--- src/rtl/dmem_lsu.sv ---
// Load/store unit: turns RV32I byte/half/word requests into byte-enabled word
// accesses on the data SRAM, splitting word-crossing accesses in two.
//
// state   | meaning
// S_IDLE  | accepting requests; SRAM port driven straight from the request
// S_SPLIT | issuing the registered second half of a word-crossing access
module dmem_lsu #(
    parameter int AW = 16
) (
    input  logic          clk,
    input  logic          rst,
    input  logic          req_vld,
    input  logic          req_ld,
    input  logic          req_st,
    input  logic [2:0]    req_f3,
    input  logic [31:0]   req_a,
    input  logic [31:0]   req_wd,
    output logic          req_rdy,
    output logic [AW-1:0] dat_a,
    output logic [3:0]    dat_we,
    output logic [31:0]   dat_wd,
    output logic [3:0]    dat_re,
    input  logic [31:0]   dat_rd,
    output logic          rsp_vld,
    output logic [31:0]   rsp_rd,
    output logic          err
);

    typedef enum logic {S_IDLE, S_SPLIT} state_t;

    state_t        state, state_nxt;
    logic          acc, legal, go, is_split;
    logic [3:0]    size_mask, lo_mask, hi_mask;
    logic [7:0]    lanes;
    logic [63:0]   wd_sh;
    logic [AW-1:0] word_a;

    logic [AW-1:0] sec_a;
    logic [3:0]    sec_mask, fst_mask;
    logic [31:0]   sec_wd;
    logic          sec_ld, sec_st;

    logic          pend_vld, pend_split;
    logic [1:0]    pend_o;
    logic [2:0]    pend_f3;
    logic [3:0]    pend_mask;
    logic [31:0]   merge_q;

    logic [31:0]   live, sh32, ext;
    logic [63:0]   merged, shifted;
    logic          unused_bits;

    function automatic logic [31:0] lane_bits(input logic [3:0] m);
        return {{8{m[3]}}, {8{m[2]}}, {8{m[1]}}, {8{m[0]}}};
    endfunction

    always_comb begin
        size_mask = 4'b0000;
        legal     = 1'b0;
        case (req_f3)
            3'b000:  begin size_mask = 4'b0001; legal = 1'b1;   end
            3'b001:  begin size_mask = 4'b0011; legal = 1'b1;   end
            3'b010:  begin size_mask = 4'b1111; legal = 1'b1;   end
            3'b100:  begin size_mask = 4'b0001; legal = req_ld; end
            3'b101:  begin size_mask = 4'b0011; legal = req_ld; end
            default: begin size_mask = 4'b0000; legal = 1'b0;   end
        endcase
    end

    // Lane mask over two consecutive words; the upper nibble is the spill-over.
    assign lanes    = {4'b0000, size_mask} << req_a[1:0];
    assign lo_mask  = lanes[3:0];
    assign hi_mask  = lanes[7:4];
    assign is_split = |hi_mask;
    assign wd_sh    = {32'h0, req_wd} << {req_a[1:0], 3'b000};
    assign word_a   = {req_a[AW-1:2], 2'b00};

    assign req_rdy = ~rst & (state == S_IDLE);
    assign acc     = req_rdy & req_vld & (req_ld ^ req_st);
    assign go      = acc & legal;
    assign err     = acc & ~legal;

    always_ff @(posedge clk) begin
        if (rst) state <= S_IDLE;
        else     state <= state_nxt;
    end

    always_comb begin
        state_nxt = state;
        case (state)
            S_IDLE:  if (go && is_split) state_nxt = S_SPLIT;
            S_SPLIT: state_nxt = S_IDLE;
            default: state_nxt = S_IDLE;
        endcase
    end

    always_comb begin
        dat_a  = '0;
        dat_we = 4'b0000;
        dat_re = 4'b0000;
        dat_wd = 32'h0;
        if (!rst) begin
            if (state == S_SPLIT) begin
                dat_a  = sec_a;
                dat_wd = sec_wd;
                dat_we = sec_st ? sec_mask : 4'b0000;
                dat_re = sec_ld ? sec_mask : 4'b0000;
            end else if (go) begin
                dat_a  = word_a;
                dat_wd = wd_sh[31:0];
                dat_we = req_st ? lo_mask : 4'b0000;
                dat_re = req_ld ? lo_mask : 4'b0000;
            end
        end
    end

    always_ff @(posedge clk) begin
        if (rst) begin
            sec_a      <= '0;
            sec_mask   <= 4'b0000;
            fst_mask   <= 4'b0000;
            sec_wd     <= 32'h0;
            sec_ld     <= 1'b0;
            sec_st     <= 1'b0;
            pend_vld   <= 1'b0;
            pend_split <= 1'b0;
            pend_o     <= 2'b00;
            pend_f3    <= 3'b000;
            pend_mask  <= 4'b0000;
            merge_q    <= 32'h0;
        end else begin
            if (go && is_split) begin
                sec_a    <= word_a + AW'(4);
                sec_mask <= hi_mask;
                fst_mask <= lo_mask;
                sec_wd   <= wd_sh[63:32];
                sec_ld   <= req_ld;
                sec_st   <= req_st;
            end
            if (go) begin
                pend_o  <= req_a[1:0];
                pend_f3 <= req_f3;
            end
            if (state == S_SPLIT) begin
                pend_vld   <= sec_ld;
                pend_split <= 1'b1;
                pend_mask  <= sec_mask;
                merge_q    <= dat_rd & lane_bits(fst_mask);
            end else begin
                pend_vld   <= go & req_ld & ~is_split;
                pend_split <= 1'b0;
                pend_mask  <= lo_mask;
            end
        end
    end

    // Only enabled lanes reach the result; the rest of dat_rd is undefined.
    assign live    = dat_rd & lane_bits(pend_mask);
    assign merged  = pend_split ? {live, merge_q} : {32'h0, live};
    assign shifted = merged >> {pend_o, 3'b000};
    assign sh32    = shifted[31:0];

    always_comb begin
        case (pend_f3)
            3'b000:  ext = {{24{sh32[7]}}, sh32[7:0]};
            3'b001:  ext = {{16{sh32[15]}}, sh32[15:0]};
            3'b100:  ext = {24'h0, sh32[7:0]};
            3'b101:  ext = {16'h0, sh32[15:0]};
            default: ext = sh32;
        endcase
    end

    assign rsp_vld = pend_vld & ~rst;
    assign rsp_rd  = rsp_vld ? ext : 32'h0;

    assign unused_bits = ^{req_a[31:AW], shifted[63:32]};

endmodule

--- config.mk ---
export PLATFORM = sky130hd
export DESIGN_NAME = dmem_lsu
export DESIGN_NICKNAME = d
export VERILOG_FILES = /design/src/rtl/dmem_lsu.sv
export SDC_FILE = /design/constraint.sdc
export NUM_CORES = 1
export LEC_CHECK = 0
export ABC_AREA = 1
export CAP_MARGIN = 20
export CORE_MARGIN = 4
export CORE_UTILIZATION = 45
export DETAILED_ROUTE_END_ITERATION = 10
export GPL_TIMING_DRIVEN = 0
export HOLD_SLACK_MARGIN = 0.05
export PLACE_DENSITY = 0.81
export SLEW_MARGIN = 10
export SYNTH_ARGS = -nofsm -noshare
export SYNTH_HDL_FRONTEND = slang
export SYNTH_SLANG_ARGS = --single-unit
--- constraint.sdc ---
create_clock -name clk -period 2.5 [get_ports clk]
set_clock_uncertainty 0.05 [all_clocks]
set_input_delay 0.5 -clock clk [delete_from_list [all_inputs] [get_ports clk]]
set_output_delay 0.5 -clock clk [all_outputs]
set_load 0.01 [all_outputs]
# Word level (Yosys, flattened, before mapping)
# Cells that the tools add are included.
# word_totals
latch_bits,0
reg_bits,102
word_cells,73
out_inout_bits,91
mem_count,0
ramBits,0
rom_bits,0
# op_classes
n_shift,3
n_lt_le_gt_ge,0
bitwise_logic,15
mul,0
n_addsub,1
n_eq_ne,7
n_reduce_logical,8
muxes,26
div_mod_pow,0
# op_table
cell,count
32-bit 2-to-1 mux,4
32-bit case mux with 4 select lines,1
32-bit bitwise AND,2
64-bit 2-to-1 mux,1
32-bit by 5-bit << shifter with 64-bit output,1
64-bit by 5-bit right shift with 32-bit output,1
16-bit 2-to-1 mux,3
4-bit 2-to-1 mux,11
16-bit by 3-bit adder with 16-bit output (second input constant),1
3-bit equality test (second input constant),4
4-bit case mux with 3 select lines,1
1-bit bitwise AND,8
4-bit by 2-bit << shifter with 8-bit output,1
3-bit by 1-bit equality test with 1-bit output (second input constant),2
3-bit logical NOT,2
2-bit OR reduction,3
1-bit NOT,4
1-bit case mux with 2 select lines,2
4-bit OR reduction,1
3-bit by 2-bit equality test with 1-bit output (second input constant),1
1-bit 2-to-1 mux,3
3-bit OR reduction,1
1-bit logical AND,1
1-bit XOR,1

# Longest topological paths before layout
# depth
word_depth,8
depth_mapped,10
ltp_nobuf,9

# Least setup slack after synthesis
# Ideal clock, no wire load.
# synth_path
kind,input port to output port
startpoint,in rst
endpoint,out dat_wd[10]
path_buffers,2
slack_ns,0.280
arrival_ns,1.670
path_stages,7
path_cell_list,buf_2 > nor2_4 > nand4_4 > nor2_8 > inv_1 > buf_4 > o31ai_1
# synth_between
elab_chain_len,8
# synth_rtl
element,line,source
"start, declared",11,"input logic rst,"
1-bit NOT,78,assign req_rdy = ~rst & (state == S_IDLE);
1-bit bitwise AND,78,
1-bit bitwise AND (2 in series),79,assign acc = req_rdy & req_vld & (req_ld ^ req_st);
1-bit bitwise AND,80,assign go = acc & legal;
32-bit 2-to-1 mux,108,end else if (go) begin
32-bit 2-to-1 mux,103,if (state == S_SPLIT) begin
32-bit 2-to-1 mux (*),102,if (!rst) begin
"end, declared",21,"output logic [31:0] dat_wd,"
# Mark *: on every way between the ends. The rest lies on a longest branch, timed or not.

# Worst setup path in the final report
# layout_path
startpoint,in dat_rd[6]
endpoint,out rsp_rd[22]
# layout_between
elab_chain_len,5
# layout_rtl
element,line,source
"start, declared",23,"input logic [31:0] dat_rd,"
32-bit bitwise AND,158,assign live = dat_rd & lane_bits(pend_mask);
64-bit 2-to-1 mux,159,"assign merged = pend_split ? {live, merge_q} : {32'h0, live};"
64-bit by 5-bit right shift with 32-bit output,160,"assign shifted = merged >> {pend_o, 3'b000};"
32-bit case mux with 4 select lines,164,case (pend_f3)
32-bit 2-to-1 mux,174,assign rsp_rd = rsp_vld ? ext : 32'h0;
"end, declared",25,"output logic [31:0] rsp_rd,"
# Every way passes these cells.

==> impl_metrics.tcl <==
set metrics [dict create \
    outcome "complete, but fails checks" \
    violations "setup timing" \
    place.port_buffers 174 \
    max_freq_ghz 0.396 \
    finalPower_mw 3.61 \
    period_share 1.01 \
    grt_pass1_wl_um 41100 \
    hold_class "primary input to flip-flop" \
    cts_tree "built" \
    synthMuxAreaShare 0.0111 \
    fin_area_sq_um 9220 \
    firstDrtPassIters 6 \
    yosysSeqAreaShare 0.288 \
    power_density_nw_per_um2 392 \
    fp-row-count 43 \
    synth_adder_area_share 0.00198 \
    gp_congestion 1.05 \
    antenna_left 0 \
    synth_xor_area_frac 0.0152 \
    synth_area_leaders "dfxtp_1 29%, nand2_1 17%, o21ai_0 9.6%" \
    fin_crit_ns 2.53 \
    clk_pin_slew_ns 0.07 \
    arrival_ns 1.98 \
    globalRouteOverflowTotal 0 \
    io_pins 195 \
    antenna_cells 0 \
    fp.dieW_um 127 \
    synth_commonest_cells "279 x nand2_1, 121 x o21ai_0, 109 x nor2_1" \
    power_leakage_nw 3.85 \
    final_max_slew_viol_count 0 \
    synthArstFlopShare 0 \
    cts_buffers 9 \
    drive_gt1_frac 0.242 \
    fin_ws_ns -0.0269 \
    drv_cap 0 \
    synth_seq_cells 91 \
    synth_edf_count 0 \
    coreArea_sq_um 13800 \
    antenna_found_initial 0 \
    syn-cell-area_sq_um 6330 \
    grt.total_usage 0.321 \
    clock_sinks 91 \
    fin_hold_ws_ns 0.392 \
    fill_cells 1219 \
    htree_num_levels 3 \
    grt_pass1_vias 7822 \
    clk_latency_ns 0.35 \
    cts_root_buf "clkbuf_16" \
    drt-initial-drc-count 1091 \
    rsz0062_at_grt "yes" \
    wirelength_um 27200 \
    die_y_um 127 \
    grt_max_degree 17 \
    vias_per_cell 5.94 \
    synth_warnings 0 \
    clockBufferDepth 2 \
    nets 1346 \
    syn_avg_cell_area_sq_um 6.14 \
    die_area_sq_um 16000 \
    setup_viol 4 \
    ys_types 37 \
    placed_area_sq_um 8310 \
    postCtsHoldBufs 0 \
    critPathCaptureType "output port" \
    synth_top_area_frac 0.288 \
    worstSetupPathType "primary input to output port" \
    yosys.area_share.simple 0.347 \
    dp_hpwl_um 20200 \
    syn_inst 1032 \
    worstPathRequired_ns 1.95 \
    start_util 0.458 \
    synth_most_common_cell "nand2_1" \
    wl_per_cell_um 19.1 \
    maxSlewHeadroom 0.490 \
    startpoint_type "primary input" \
    yosys.area.top_type "dfxtp_1" \
    cp_max_fo 3 \
    area_growth_pct 45.5 \
    remaining_drc_errors 0 \
    synth_compound_area_frac 0.236 \
    synth_top_family_by_area "simple AND/OR/NAND/NOR gates" \
    vias 8467 \
    worstMarginPinSlew_ns 0.766 \
    ir_drop_mv 0.323 \
    hold_viol_final 0 \
    synth_flop_cell "dfxtp_1" \
]
-- area by class of cell --
type                       instances  area, sq um  share of cell area
clock inverter                     6         73.8             0.00801
tap                              180          225              0.0244
sequential                        91         1820               0.198
multi-input combinational        804         4350               0.472
buffer                            87          696              0.0755
clock buffer                       9          225              0.0244
inverter                          51          215              0.0234
timing repair buffer             197         1610               0.174
-- sequential cells by signal, indices dropped and copies added (netlist names) --
name,flops
pend_f3,3
pend_vld,1
pend_o,2
pend_mask,4
state,1
sec_mask,3
pend_split,1
sec_ld,1
sec_a,14
sec_st,1
merge_q,32
fst_mask,4
sec_wd,24
-- critical path, stage by stage --
cell             delay [ns]
clkdlybuf4s50_1        0.59
nand2_1                0.11
nor3_1                 0.21
a21oi_1                0.06
o21ai_0                0.14
a21oi_1                0.09
nor2_1                 0.13
buf_2                  0.14
-- layout by cell type, fill, tap and decap left out, drive strengths merged --
master,count
clkinv,2
dlymetal6s2s,4
clkdlybuf4s15,21
xnor2,1
a21oi,73
o31ai,8
clkdlybuf4s50,73
nand4,8
mux2i,7
a32o,23
nand3,103
clkbuf,63
a211oi,8
nor3,13
or2,1
ha,1
xor2,10
clkinvlp,4
a22o,1
o221ai,1
nor2,111
a31oi,13
bufinv,1
dlygate4sd2,10
dfxtp,91
inv,50
buf,122
conb,2
o21ai,134
o22a,1
nand2,285
-- timing repair --
item                                   in CTS  in global routing
setup buffers                              16                  7
gates resized for setup                   464                136
setup endpoints to repair                  89                 84
endpoints found under the hold margin       0                  0
pin swaps                                  15                 20
-- logic make-up (layout without fill, tap and decap cells) --
logic type	Yosys count	after routing
other	1	2
AOI/OAI and AO/OA	262	262
DFF	91	91
muxes	7	7
xor gates and xnor gates	11	11
and+or+nand+nor	521	521
adders and majority gates	1	1
buffers and inverters	138	350
-- power by group --
| group | internal [mW] | total (mW) | switching (mW) |
|---|---|---|---|
| logic | 0.294 | 0.723 | 0.429 |
| registers | 1.46 | 1.47 | 0.00801 |
| clock network | 0.783 | 1.42 | 0.634 |
-- metrics by stage --
step / std cells / TNS [ns] / util / worst slack (ns)
after CTS: 1418 / -0.0423 / 0.663 / -0.0194
after global routing: 1425 / -0.345 / 0.667 / -0.0976
after floorplan: 1033 / 0 / - / 0.280
final: 1425 / -0.0408 / 0.667 / -0.0269
after detailed placement: 1387 / -62.60 / 0.601 / -1.07
after global placement: 1387 / -62.58 / 0.601 / -1.14
-- metal layers --
metal	GRT usage	part of all wire
met1	0.414	0.40
met2	0.509	0.44
met3	0.0615	0.099
met4	0.171	0.059
met5	0	0
-- worst paths after layout --
| check | startpoint | to | slack (ns) | cells past startpoint |
|---|---|---|---|---|
| setup / recovery | dat_rd[6] | rsp_rd[22] | -0.03 | 8 |
| hold / removal | rst | pend_mask[0]$_SDFF_PP0_ | 0.39 | 2 |
| setup reg to reg | state$_SDFF_PP0_ | sec_wd[23]$_SDFFE_PP0P_ | 0.73 | 9 |
| hold reg to reg | merge_q[21]$_SDFFE_PP0P_ | merge_q[21]$_SDFFE_PP0P_ | 0.42 | 1 |
(Power assumes the default switching activity.)
